### src/rtl/gpio_in_event_detect.sv
// Always-on GPIO input path: per-pin synchroniser, prescaled debounce and edge/level
// event detection. Produces sticky status, a level interrupt and a one-cycle wake pulse.
module gpio_in_event_detect #(
    parameter int NB_GPIO    = 32,
    parameter int PRESC_W    = 8,
    parameter int DEBOUNCE_W = 4
) (
    input  logic                  clk_i,
    input  logic                  rst_i,
    input  logic [NB_GPIO-1:0]    gpio_in_i,
    input  logic [PRESC_W-1:0]    presc_i,
    input  logic [DEBOUNCE_W-1:0] debounce_i,
    input  logic [NB_GPIO-1:0]    en_i,
    input  logic [2*NB_GPIO-1:0]  type_i,
    input  logic [NB_GPIO-1:0]    clr_i,
    output logic [NB_GPIO-1:0]    gpio_sync_o,
    output logic [NB_GPIO-1:0]    status_o,
    output logic                  irq_o,
    output logic                  wake_o
);

    logic [NB_GPIO-1:0]    s1;
    logic [NB_GPIO-1:0]    s2;
    logic [NB_GPIO-1:0]    deb;
    logic [NB_GPIO-1:0]    deb_nxt;
    logic [NB_GPIO-1:0]    prev;
    logic [PRESC_W-1:0]    presc_cnt;
    logic                  tick;
    logic [DEBOUNCE_W-1:0] cnt     [NB_GPIO];
    logic [DEBOUNCE_W-1:0] cnt_nxt [NB_GPIO];
    logic [NB_GPIO-1:0]    rise;
    logic [NB_GPIO-1:0]    fall;
    logic [NB_GPIO-1:0]    evt;
    logic [NB_GPIO-1:0]    status;
    logic                  irq;
    logic                  wake;

    // A count above a freshly lowered compare value wraps silently, without a tick.
    assign tick = (presc_cnt == presc_i);

    always_ff @(posedge clk_i or posedge rst_i) begin
        if (rst_i) begin
            presc_cnt <= '0;
        end else if (presc_cnt >= presc_i) begin
            presc_cnt <= '0;
        end else begin
            presc_cnt <= presc_cnt + PRESC_W'(1);
        end
    end

    always_ff @(posedge clk_i or posedge rst_i) begin
        if (rst_i) begin
            s1 <= '0;
            s2 <= '0;
        end else begin
            s1 <= gpio_in_i;
            s2 <= s1;
        end
    end

    // debounce_i == 0 follows the synchronised value directly; otherwise the pin
    // must disagree with deb for debounce_i consecutive ticks.
    always_comb begin
        deb_nxt = deb;
        for (int i = 0; i < NB_GPIO; i++) begin
            cnt_nxt[i] = cnt[i];
            if (s2[i] == deb[i]) begin
                cnt_nxt[i] = '0;
            end else if (debounce_i == '0) begin
                deb_nxt[i] = s2[i];
                cnt_nxt[i] = '0;
            end else if (tick) begin
                if (({1'b0, cnt[i]} + (DEBOUNCE_W+1)'(1)) >= {1'b0, debounce_i}) begin
                    deb_nxt[i] = s2[i];
                    cnt_nxt[i] = '0;
                end else if (cnt[i] != '1) begin
                    cnt_nxt[i] = cnt[i] + DEBOUNCE_W'(1);
                end
            end
        end
    end

    always_ff @(posedge clk_i or posedge rst_i) begin
        if (rst_i) begin
            deb  <= '0;
            prev <= '0;
            for (int i = 0; i < NB_GPIO; i++) begin
                cnt[i] <= '0;
            end
        end else begin
            deb  <= deb_nxt;
            prev <= deb;
            for (int i = 0; i < NB_GPIO; i++) begin
                cnt[i] <= cnt_nxt[i];
            end
        end
    end

    assign rise = deb & ~prev;
    assign fall = ~deb & prev;

    always_comb begin
        evt = '0;
        for (int i = 0; i < NB_GPIO; i++) begin
            case (type_i[2*i +: 2])
                2'b00:   evt[i] = en_i[i] & rise[i];
                2'b01:   evt[i] = en_i[i] & fall[i];
                2'b10:   evt[i] = en_i[i] & (rise[i] | fall[i]);
                default: evt[i] = en_i[i] & deb[i];
            endcase
        end
    end

    // A new event outranks a clear in the same cycle, so level events re-assert.
    always_ff @(posedge clk_i or posedge rst_i) begin
        if (rst_i) begin
            status <= '0;
            irq    <= 1'b0;
            wake   <= 1'b0;
        end else begin
            status <= evt | (status & ~clr_i);
            irq    <= |status;
            wake   <= |(evt & ~status);
        end
    end

    assign gpio_sync_o = deb;
    assign status_o    = status;
    assign irq_o       = irq;
    assign wake_o      = wake;

endmodule

### config.mk
export PLATFORM = sky130hd
export DESIGN_NAME = gpio_in_event_detect
export DESIGN_NICKNAME = d
export VERILOG_FILES = /design/src/rtl/gpio_in_event_detect.sv
export SDC_FILE = /design/constraint.sdc
export NUM_CORES = 1
export LEC_CHECK = 0
export BUFFER_PORTS_ARGS = -buffer_cell sky130_fd_sc_hd__buf_2
export CAP_MARGIN = 10
export CORE_MARGIN = 5
export CORE_UTILIZATION = 53
export CTS_CLUSTER_SIZE = 28
export DETAILED_ROUTE_END_ITERATION = 10
export PLACE_DENSITY_LB_ADDON = 0.25
export SYNTH_ARGS = -nofsm -noshare
export SYNTH_HDL_FRONTEND = slang
export SYNTH_SLANG_ARGS = --single-unit
### constraint.sdc
create_clock -name clk_i -period 10.9 [get_ports clk_i]
set_input_delay 3.27 -clock clk_i [delete_from_list [all_inputs] [get_ports clk_i]]
set_output_delay 3.27 -clock clk_i [all_outputs]
set_load 0.02 [all_outputs]
Word level (Yosys, flattened, before mapping)

Index checks and enable logic that the tools add are counted.
W data, S select, Z words.

Register bits after elaboration: 298
Input port bits: 174
Output and inout port bits: 66
Logic and storage cells: 984

Add/subtract/negate cells: 65
Magnitude comparators: 33
Equality and inequality tests: 129
Muxes and demuxes: 289
Bitwise gates (word level): 201
Reduce and logical (&&, ||, !) cells: 196

Operator list:

| kind                  | number |
|---|---|
| $mux W4               | 160 |
| $add A4 B1 Y5 const B | 32 |
| $ge A5 B4 Y1          | 32 |
| $add A4 B1 Y4 const B | 32 |
| $and A1 B1 Y1         | 128 |
| $and A32 B32 Y32      | 4 |
| $ne A4 B4 Y1 const B  | 32 |
| $not A32 Y32          | 4 |
| $reduce_bool A4 Y1    | 32 |
| $mux W1               | 96 |
| $pmux W1 S3           | 32 |
| $reduce_and A3 Y1     | 32 |
| $reduce_bool A3 Y1    | 32 |
| $reduce_bool A2 Y1    | 33 |
| $eq A2 B1 Y1 const B  | 32 |
| $eq A2 B2 Y1 const B  | 32 |
| $logic_not A2 Y1      | 32 |
| $reduce_and A2 Y1     | 32 |
| $reduce_or A32 Y1     | 2 |
| $eq A1 B1 Y1          | 32 |
| $not A1 Y1            | 32 |
| $or A1 B1 Y1          | 32 |
| $or A32 B32 Y32       | 1 |
| $add A8 B1 Y8 const B | 1 |
| other kinds (4)       | 4 |

Depth between registers and ports, before layout

Word-level depth: 7
Depth in mapped cells: 10
Mapped depth without buffers: 8

Least setup slack after synthesis

No wires, ideal clock.

Path kind: input-to-reg
From: in debounce_i[2]
To: reg deb[23], in the netlist gpio_sync_o[23]
Setup time: 0.125 ns
Data arrival time: 5.237 ns
Data required time: 10.775 ns
Slack: 5.538 ns
Cell stages on the path: 7
Path buffers: 0
Cell sequence: inv_1 -> ha_1 -> o21ai_0 -> a21oi_1 -> nor4_1 -> nor2_1 -> mux2_2

Longest elaborated chain between the ends: 3
Elaborated cells between the ends (all ways): 6
Classes of those cells: 1 x order compare; 1 x mux; 4 x reduce/logical

Ends and longest elaborated chain:

| what                                                    | line   | text |
|---|---|---|
| start: declaration                                      | 12     | `input logic [DEBOUNCE_W-1:0] debounce_i,` |
| $ge A5 B4 Y1 / $logic_not A4 Y1 (equally long branches) | 73, 69 |  |
| $reduce_bool A2 Y1 (no source line)                     | -      |  |
| $reduce_and A3 Y1 (no source line)                      | -      |  |
| end signal: assignment                                  | 91     | `deb <= deb_nxt;` |
| end: declaration                                        | 24     | `logic [NB_GPIO-1:0] deb;` |

Parallel ways exist; a longest one is shown, timed or not.
A chain may end at the register's enable or synchronous reset.

Worst setup path in the final report

From: in debounce_i[0]
To: reg deb[6], in the netlist gpio_sync_o[6]

Same word-level chain as after synthesis.

==> flow_summary.ini <==
[synth]
synth_top_area_cell = dfrtp_1
synthTopCellsByCount = 298 x dfrtp_1, 233 x ha_1, 180 x nand2_1
synth_most_common_cell = dfrtp_1
syn_nets = 2257
synth_edf_count = 0
synth.top_cell.area_share_pct = 41.9
netlist_top_cells_area = dfrtp_1 42%, ha_1 16%, a21oi_1 4.5%
yosys_warnings = 0
synth_async_sr_flop_share_pct = 100
synthDistinctLibCells = 43
ys.flop_type = dfrtp_1
ys_ff_latch = 298
syn-instance-count = 1850
yosysSeqAreaShare_pct = 41.9
synthesis.area_um2 = 17800
synth.avg_cell_area_um2 = 9.62

[final_layout]
syn_to_final_growth_pct = 16.5
fillerInstances = 2794
drive_above_1_share_pct = 17.0
final_nets = 2512
design_area_um2 = 20700
seq_area_um2 = 7460
multi_input_area_um2 = 9620
final_util_pct = 62.2

[run]
maxCapViolCount = 0

[floorplan]
ios = 240
die_h_um = 193
initial_core_util_pct = 53.4
rows = 67
die_x_um = 193
dieArea_um2 = 37400
core_area_um2 = 33400

[worst_setup_path]
cp_data_arrival_time_ns = 6.40
path_common_cell = buf_4
worst_setup_path_start_kind = primary input
cp-end-kind = flip-flop
crit_buf_inv = 5
critPathSlowestCell = buf_4
crit_required_ns = 11.29
rrSetupSlack_ns = 7.46
critPathMaxStageDelay_ns = 0.74
cp_cell_sequence = buf_2 > buf_4 > nor4_4 > buf_4 > nor2_4 > buf_4 > buf_4 > nor2_1 > mux2_2
cp_max_fo = 81
path_delay_family = buffers and inverters
path_class = in2reg

[route]
vias = 14500
drt_iter0_drc = 895
wl_per_cell_um = 17.4
drt_pass1_iterations = 5
ant_nets = 0
drc_errors = 0
wirelength_um = 44900
viasPerCell = 5.63

[sta]
slew_viol_final = 0
fin_ws_ns = 4.89
tightestPinTransition_ns = 1.25
final-hold-violation-count = 0
fin_setup_tns_ns = 0
clock.fmax_mhz = 167
fin_crit_ns = 6.01
maxSlewHeadroom_pct = 14.8
skew_ns = 0.0202
post-route-period-util_pct = 55.1
grt_setup_unrepaired = false
setup_viol = 0

[clock_tree]
clk_pin_slew_worst_paths_ns = 0.06
cts-resized-gates = 0
cts_buffers = 35
htree_num_levels = 2
postCtsSetupBuffers = 0
cts_buffer_depth = 3
cts.sinks = 298
clk_latency_ns = 0.52
holdBufCountCts = 0
root_buffer = clkbuf_16
cts_tree = done

[placed_design]
dp_slack_ns = 4.46
io_buffers = 239
hpwl_um = 32000
place_area_um2 = 19600
gp_congestion = 0.879

[hold_path]
hp-class = reg2reg

[grt]
grt_pass1_wl_um = 74200
antenna_found_initial = 2
grt_max_degree = 154
grt_use_total_pct = 23.7
grt_pass1_vias = 14600
gr-total-overflow = 0

[power]
max-vdd-ir-drop_mv = 0.127
power_mw = 3.48
powerDensity_nw_per_um2 = 168
p_leak_nw = 10.2

[outcome]
status = finished clean
## area by class of cell
| cell class | count | area share, % |
|---|---|---|
| multi-input combinational | 1358 | 46.4 |
| sequential | 298 | 36.0 |
| timing repair buffer | 253 | 6.39 |
| clock buffer | 49 | 5.16 |
| inverter | 159 | 2.90 |
| tap | 448 | 2.70 |
| clock inverter | 10 | 0.483 |
| antenna | 1 | 0.0121 |
## power by group
part / internal, mW / total (mW) / switching (mW)
sequential: 1.24 / 1.43 / 0.182
combinational: 0.342 / 0.867 / 0.525
clock: 0.728 / 1.18 / 0.456
total: 2.31 / 3.48 / 1.16
## per-stage QoR
step / hold WS [ns] / instances
floorplan: 0.331 / 1850
global placement: 0.333 / 2516
detailed placement: 0.335 / 2516
CTS: 0.346 / 2575
global route: 0.347 / 2576
finish: 0.344 / 2576
## sequential cells by signal, indices dropped and copies added (netlist names)
name / flops
irq_o: 1
wake_o: 1
s2: 32
s1: 32
cnt: 128
presc_cnt: 8
status_o: 32
prev: 32
gpio_sync_o: 32
## cells by family (layout without fill, tap and decap cells)
family | Yosys count | in the layout | synth area share [%]
DFF | 298 | 298 | 41.9
AOI/OAI and AO/OA | 351 | 351 | 11.0
buffers and inverters | 194 | 471 | 4.16
muxes | 61 | 61 | 4.28
other | 0 | 1 | 0
adders and majority gates | 233 | 233 | 16.4
and+or+nand+nor | 611 | 611 | 17.3
xor gates and xnor gates | 102 | 102 | 5.02
## cell usage in the layout (no fill, tap or decap), types with 23 or more instances in the layout
| cell | n |
|---|---|
| dfrtp_1 | 298 |
| buf_2 | 239 |
| ha_1 | 233 |
| nand2_1 | 180 |
| a21oi_1 | 160 |
| inv_1 | 155 |
| o21ai_0 | 123 |
| nor2_1 | 117 |
| nand3_1 | 97 |
| xnor2_1 | 65 |
| nor4_1 | 47 |
| nor2b_1 | 45 |
| xor2_1 | 37 |
| clkbuf_16 | 37 |
| and3_1 | 32 |
| mux2_2 | 31 |
| nor3b_1 | 23 |
## layer usage
metal / vias to the layer above / global-route usage, % / routed length, µm
li1: 7033 / - / -
met1: 7038 / 32.0 / 19700
met2: 370 / 40.0 / 21700
met3: 63 / 3.62 / 2520
met4: 0 / 6.50 / 997
met5: - / 0 / 0
## worst paths after layout
kind,cells after the start,endpoint,from
setup / recovery,9,gpio_sync_o[6],debounce_i[0]
hold / removal,0,s2[9],s1[9]
setup reg to reg,8,wake_o,gpio_sync_o[1]
hold reg to reg,0,s2[9],s1[9]
max in group asynchronous,4,gpio_sync_o[17],rst_i
min in group asynchronous,3,s1[2],rst_i
Note: power is estimated with default switching activity, not from simulation.
